$ cat config.mk
export PLATFORM = sky130hd
export DESIGN_NAME = kogge_stone_adder
export DESIGN_NICKNAME = d
export VERILOG_FILES = /design/src/rtl/kogge_stone_adder.sv
export SDC_FILE = /design/constraint.sdc
export NUM_CORES = 1
export LEC_CHECK = 0
export ABC_AREA = 1
export ABC_CLOCK_PERIOD_IN_PS = 6750
export CORE_MARGIN = 2
export CORE_UTILIZATION = 23
export DETAILED_ROUTE_END_ITERATION = 10
export GPL_TIMING_DRIVEN = 0
export RECOVER_POWER = 100
export SLEW_MARGIN = 10
export SYNTH_ARGS = -nofsm -noshare
export SYNTH_HDL_FRONTEND = slang
export SYNTH_SLANG_ARGS = --single-unit
$ cat constraint.sdc
create_clock -name clk -period 6.75 [get_ports clk]
set_clock_uncertainty 0.15 [all_clocks]
set_input_delay 1.35 -clock clk [delete_from_list [all_inputs] [get_ports clk]]
set_output_delay 1.35 -clock clk [all_outputs]
set_load 0.01 [all_outputs]
$ cat src/rtl/kogge_stone_adder.sv
// N-bit Kogge-Stone parallel-prefix adder with a single registered output stage.
// Optional signed-overflow output `ovf` is enabled by defining KOGGE_STONE_OVF_EN.
module kogge_stone_adder #(
  parameter int unsigned N = 16
) (
  input  logic         clk,
  input  logic         rst_n,
  input  logic         in_valid,
  input  logic [N-1:0] A,
  input  logic [N-1:0] B,
  input  logic         Cin,
  output logic         out_valid,
`ifdef KOGGE_STONE_OVF_EN
  output logic         ovf,
`endif
  output logic [N:0]   Sum
);

  localparam int unsigned L = $clog2(N);

  logic [N-1:0] g;
  logic [N-1:0] p;
  logic [N-1:0] g_lvl;
  logic [N-1:0] p_lvl;
  logic [N-1:0] g_nxt;
  logic [N-1:0] p_nxt;
  logic [N-1:0] c;
  logic [N:0]   sum_next;

  always_comb begin
    g    = A & B;
    p    = A ^ B;
    g[0] = (A[0] & B[0]) | ((A[0] ^ B[0]) & Cin);
  end

  // Each pass is one prefix level; the nxt copies keep every level reading only the previous one.
  always_comb begin
    g_lvl = g;
    p_lvl = p;
    g_nxt = '0;
    p_nxt = '0;
    for (int unsigned k = 0; k < L; k++) begin
      g_nxt = g_lvl;
      p_nxt = p_lvl;
      for (int unsigned i = 0; i < N; i++) begin
        if (i >= (32'd1 << k)) begin
          g_nxt[i] = g_lvl[i] | (p_lvl[i] & g_lvl[i - (32'd1 << k)]);
          p_nxt[i] = p_lvl[i] & p_lvl[i - (32'd1 << k)];
        end
      end
      g_lvl = g_nxt;
      p_lvl = p_nxt;
    end
  end

  always_comb begin
    c        = {g_lvl[N-2:0], Cin};
    sum_next = {g_lvl[N-1], p ^ c};
  end

  always_ff @(posedge clk) begin
    if (!rst_n) begin
      Sum       <= '0;
      out_valid <= 1'b0;
    end else begin
      out_valid <= in_valid;
      if (in_valid) begin
        Sum <= sum_next;
      end
    end
  end

`ifdef KOGGE_STONE_OVF_EN
  always_ff @(posedge clk) begin
    if (!rst_n) begin
      ovf <= 1'b0;
    end else if (in_valid) begin
      ovf <= c[N-1] ^ g_lvl[N-1];
    end
  end
`endif

endmodule

==> metrics.md <==
| Metric | Value |
|---|---|
| Setup TNS | `0 ns` |
| Crit path largest cell delay | `0.56 ns` |
| Synth cell count leaders | `nand2_1 (78), inv_1 (52), nor2_1 (41), dfxtp_1 (18), nand3_1 (16)` |
| CORE AREA | `6870 sq um` |
| Cell area after synthesis | `approximately 1700 sq um` |
| Min Tclk post-route | `3.59 ns` |
| Top_reg_cell synth | `dfxtp_1` |
| Final hold vios | `0` |
| Number of buffers created by CTS | `3` |
| Post-DP HPWL | `3.61 mm` |
| Most frequent cell after synthesis | `nand2_1` |
| Clock-pin slew on the worst setup and hold paths | `about 0.07 ns` |
| Synth cell types | `21` |
| CP Class | `in2reg` |
| Final core utilization | `33.8%` |
| Area share of the largest cell type after synthesis | `approximately 22%` |
| CP endpoint kind | `flip-flop` |
| Number of remaining DRC errors | `0` |
| Post-synth EDFFs | `0` |
| Initial drt markers | `81` |
| # hold bufs at CTS | `0` |
| CP Cell Sequence | `dlygate4sd3_1 > fa_1 > fa_1 > nand2_1 > o21ai_0 > nand3_1 > nand3_1 > nand2_1 > nand3_1 > nand2_1 > inv_1` |
| Setup-failing EPs final | `0` |
| Row count | `30` |
| Nets | `385` |
| Via count | `roughly 1700` |
| Mapped Cells | `275` |
| # Post-CTS Setup Buffers | `0` |
| Initial antenna violation count | `0` |
| GP Congestion | `0.833` |
| Buffers on Ports | `52` |
| IO Count | `54` |
| CP bufs+invs | `2` |
| Clk Tree Root Cell | `clkbuf_8` |
| Avg Inst Size Synth | `6.02 sq um` |
| Drt via density | `4.07` |
| Top cells by area, synth | `dfxtp_1 (22%), nand2_1 (18%), inv_1 (12%)` |
| First-pass GRT wire length | `roughly 7.1 mm` |
| CP max stage cell | `dlygate4sd3_1` |
| Synthesized net count | `328` |
| Total global routing overflow | `0` |
| Final ANT Viol Nets | `0` |
| CTS Sinks | `18` |
| Final wirelength | `around 4.2 mm` |
| Relative slew margins | `a little over 70%` |
| Leading area contributor after synthesis | `dfxtp_1` |
| PwrDens | `153 nW/um^2` |
| RSZ-0062 raised after global routing | `no` |
| Initial Util | `24.1%` |
| P_leak | `approximately 0.0013 uW` |
| F_max | `0.278 GHz` |
| Die area | `7890 sq um` |
| Layout cells sized above 1 | `6.04%` |
| Area growth, synth to finish | `40.1%` |
| Resized Gates After CTS | `0` |
| Worst EP arrival | `3.60 ns` |
| DRT Pass-1 Iters | `5` |
| CTS tree | `done` |
| Crit path max fanout | `3` |
| Wire per inst | `9.84 um` |
| Post-synth ARST share | `0%` |
| GRT Total Usage | `11.4%` |
| Worst EP required | `between 6 and 7 ns` |
| Status | `finished clean` |
| Vias in the first global route | `between 1500 and 2000` |
| Tcrit/Tclk final | `53.3%` |
| Peak supply drop | `0.0000478 V` |
| Largest net degree at the start of global routing | `11` |
| Flops & latches, synth | `18` |
| Clk Latency, worst-skew pair | `0.25 ns` |
| Die Width | `88.8 um` |
| Sequential share of the synthesized area | `21.8%` |
| CTS max path bufs | `2` |
| Worst Hold Class | `reg2reg` |
| Fillers | `773` |
| Slew Limit Fails | `0` |
| H-Tree Level Count | `1` |
| CP startpoint kind | `input pin` |
| Max Cap Viol | `0` |
| Height of the die | `88.8 um` |
| Least-Margin Pin Slew | `0.440 ns` |
| CP top delay family | `adder cells` |
| Ant. Diodes | `0` |
| Ys Warns | `0` |
## cell type report
class / count / area, sq um / area share [%]
inverter: 55 / 206 / 8.90
timing repair buffer: 52 / 520 / 22.4
buffer: 4 / 18.8 / 0.809
sequential: 18 / 360 / 15.5
multi-input combinational: 198 / 1040 / 44.8
clock buffer: 4 / 55.1 / 2.37
tap: 96 / 120 / 5.18
## layout by cell type, fill, tap and decap left out
cell	instances
a21oi_1	9
a21oi_2	3
buf_2	3
clkbuf_1	1
clkbuf_8	4
clkdlybuf4s50_1	32
dfxtp_1	18
dlygate4sd3_1	20
fa_1	2
ha_1	15
inv_1	52
inv_2	3
nand2_1	81
nand2_2	4
nand3_1	20
nand4_1	1
nor2_1	41
nor3_2	3
o211ai_1	1
o21ai_0	12
xnor2_1	1
xor2_1	5
## registers in the layout (all words and copies together) (netlist names)
| register | cells |
|---|---|
| Sum | 17 |
| out_valid | 1 |
## metrics by stage
stage,hold slack (ns),instance area [sq um],cells,setup WS (ns),total power [uW]
finish,0.331,2320,427,3.16,356
global route,0.373,2320,427,2.98,384
CTS,0.340,2350,427,3.36,366
detailed placement,0.324,2300,423,3.09,278
global placement,0.315,2300,423,3.12,276
floorplan,0.366,1660,275,3.68,215
## worst register-to-register path, cell delays in order, from the launching register on
cell	delay (ns)
dfxtp_1	0.32
nor2_1	0.08
nor2_1	0.05
o21ai_0	0.08
inv_1	0.06
## report_power, final
group | switching (uW) | total (uW) | internal, uW
clock network | 36.8 | 88.6 | 51.9
registers | 4.51 | 121 | 116
logic | 78.8 | 146 | 67.4
total | 120 | 356 | 236
## per-layer routing
metal | up-vias | wire, um | part of all wire [%] | GRT usage (%)
met2 | 35 | 1880 | 45 | 18.0
met1 | 747 | 2080 | 49 | 16.1
li1 | 952 | - | - | -
met4 | 0 | 52 | 1.2 | 3.72
met3 | 5 | 189 | 4.5 | 1.21
met5 | - | 0 | 0 | 0
## worst paths after layout
kind | from | to | slack, ns | depth (start not counted)
max | A[0] | Sum[12]$_SDFFE_PN0P_ | 3.16 | 11
min | Sum[6]$_SDFFE_PN0P_ | Sum[6]$_SDFFE_PN0P_ | 0.33 | 2
max reg2reg | Sum[3]$_SDFFE_PN0P_ | Sum[3]$_SDFFE_PN0P_ | 5.91 | 4
min reg2reg | Sum[6]$_SDFFE_PN0P_ | Sum[6]$_SDFFE_PN0P_ | 0.33 | 2
## cell families (layout without fill, tap and decap cells)
logic type / Yosys count / after routing / share of synthesized area [%]
AOI/OAI and AO/OA: 25 / 25 / 8.62
and+or+nand+nor: 150 / 150 / 39.1
adders and majority gates: 17 / 17 / 13.8
buffers and inverters: 59 / 115 / 13.6
DFF: 18 / 18 / 21.8
xor gates and xnor gates: 6 / 6 / 3.17
No activity file was read; power rests on OpenSTA's default activity.
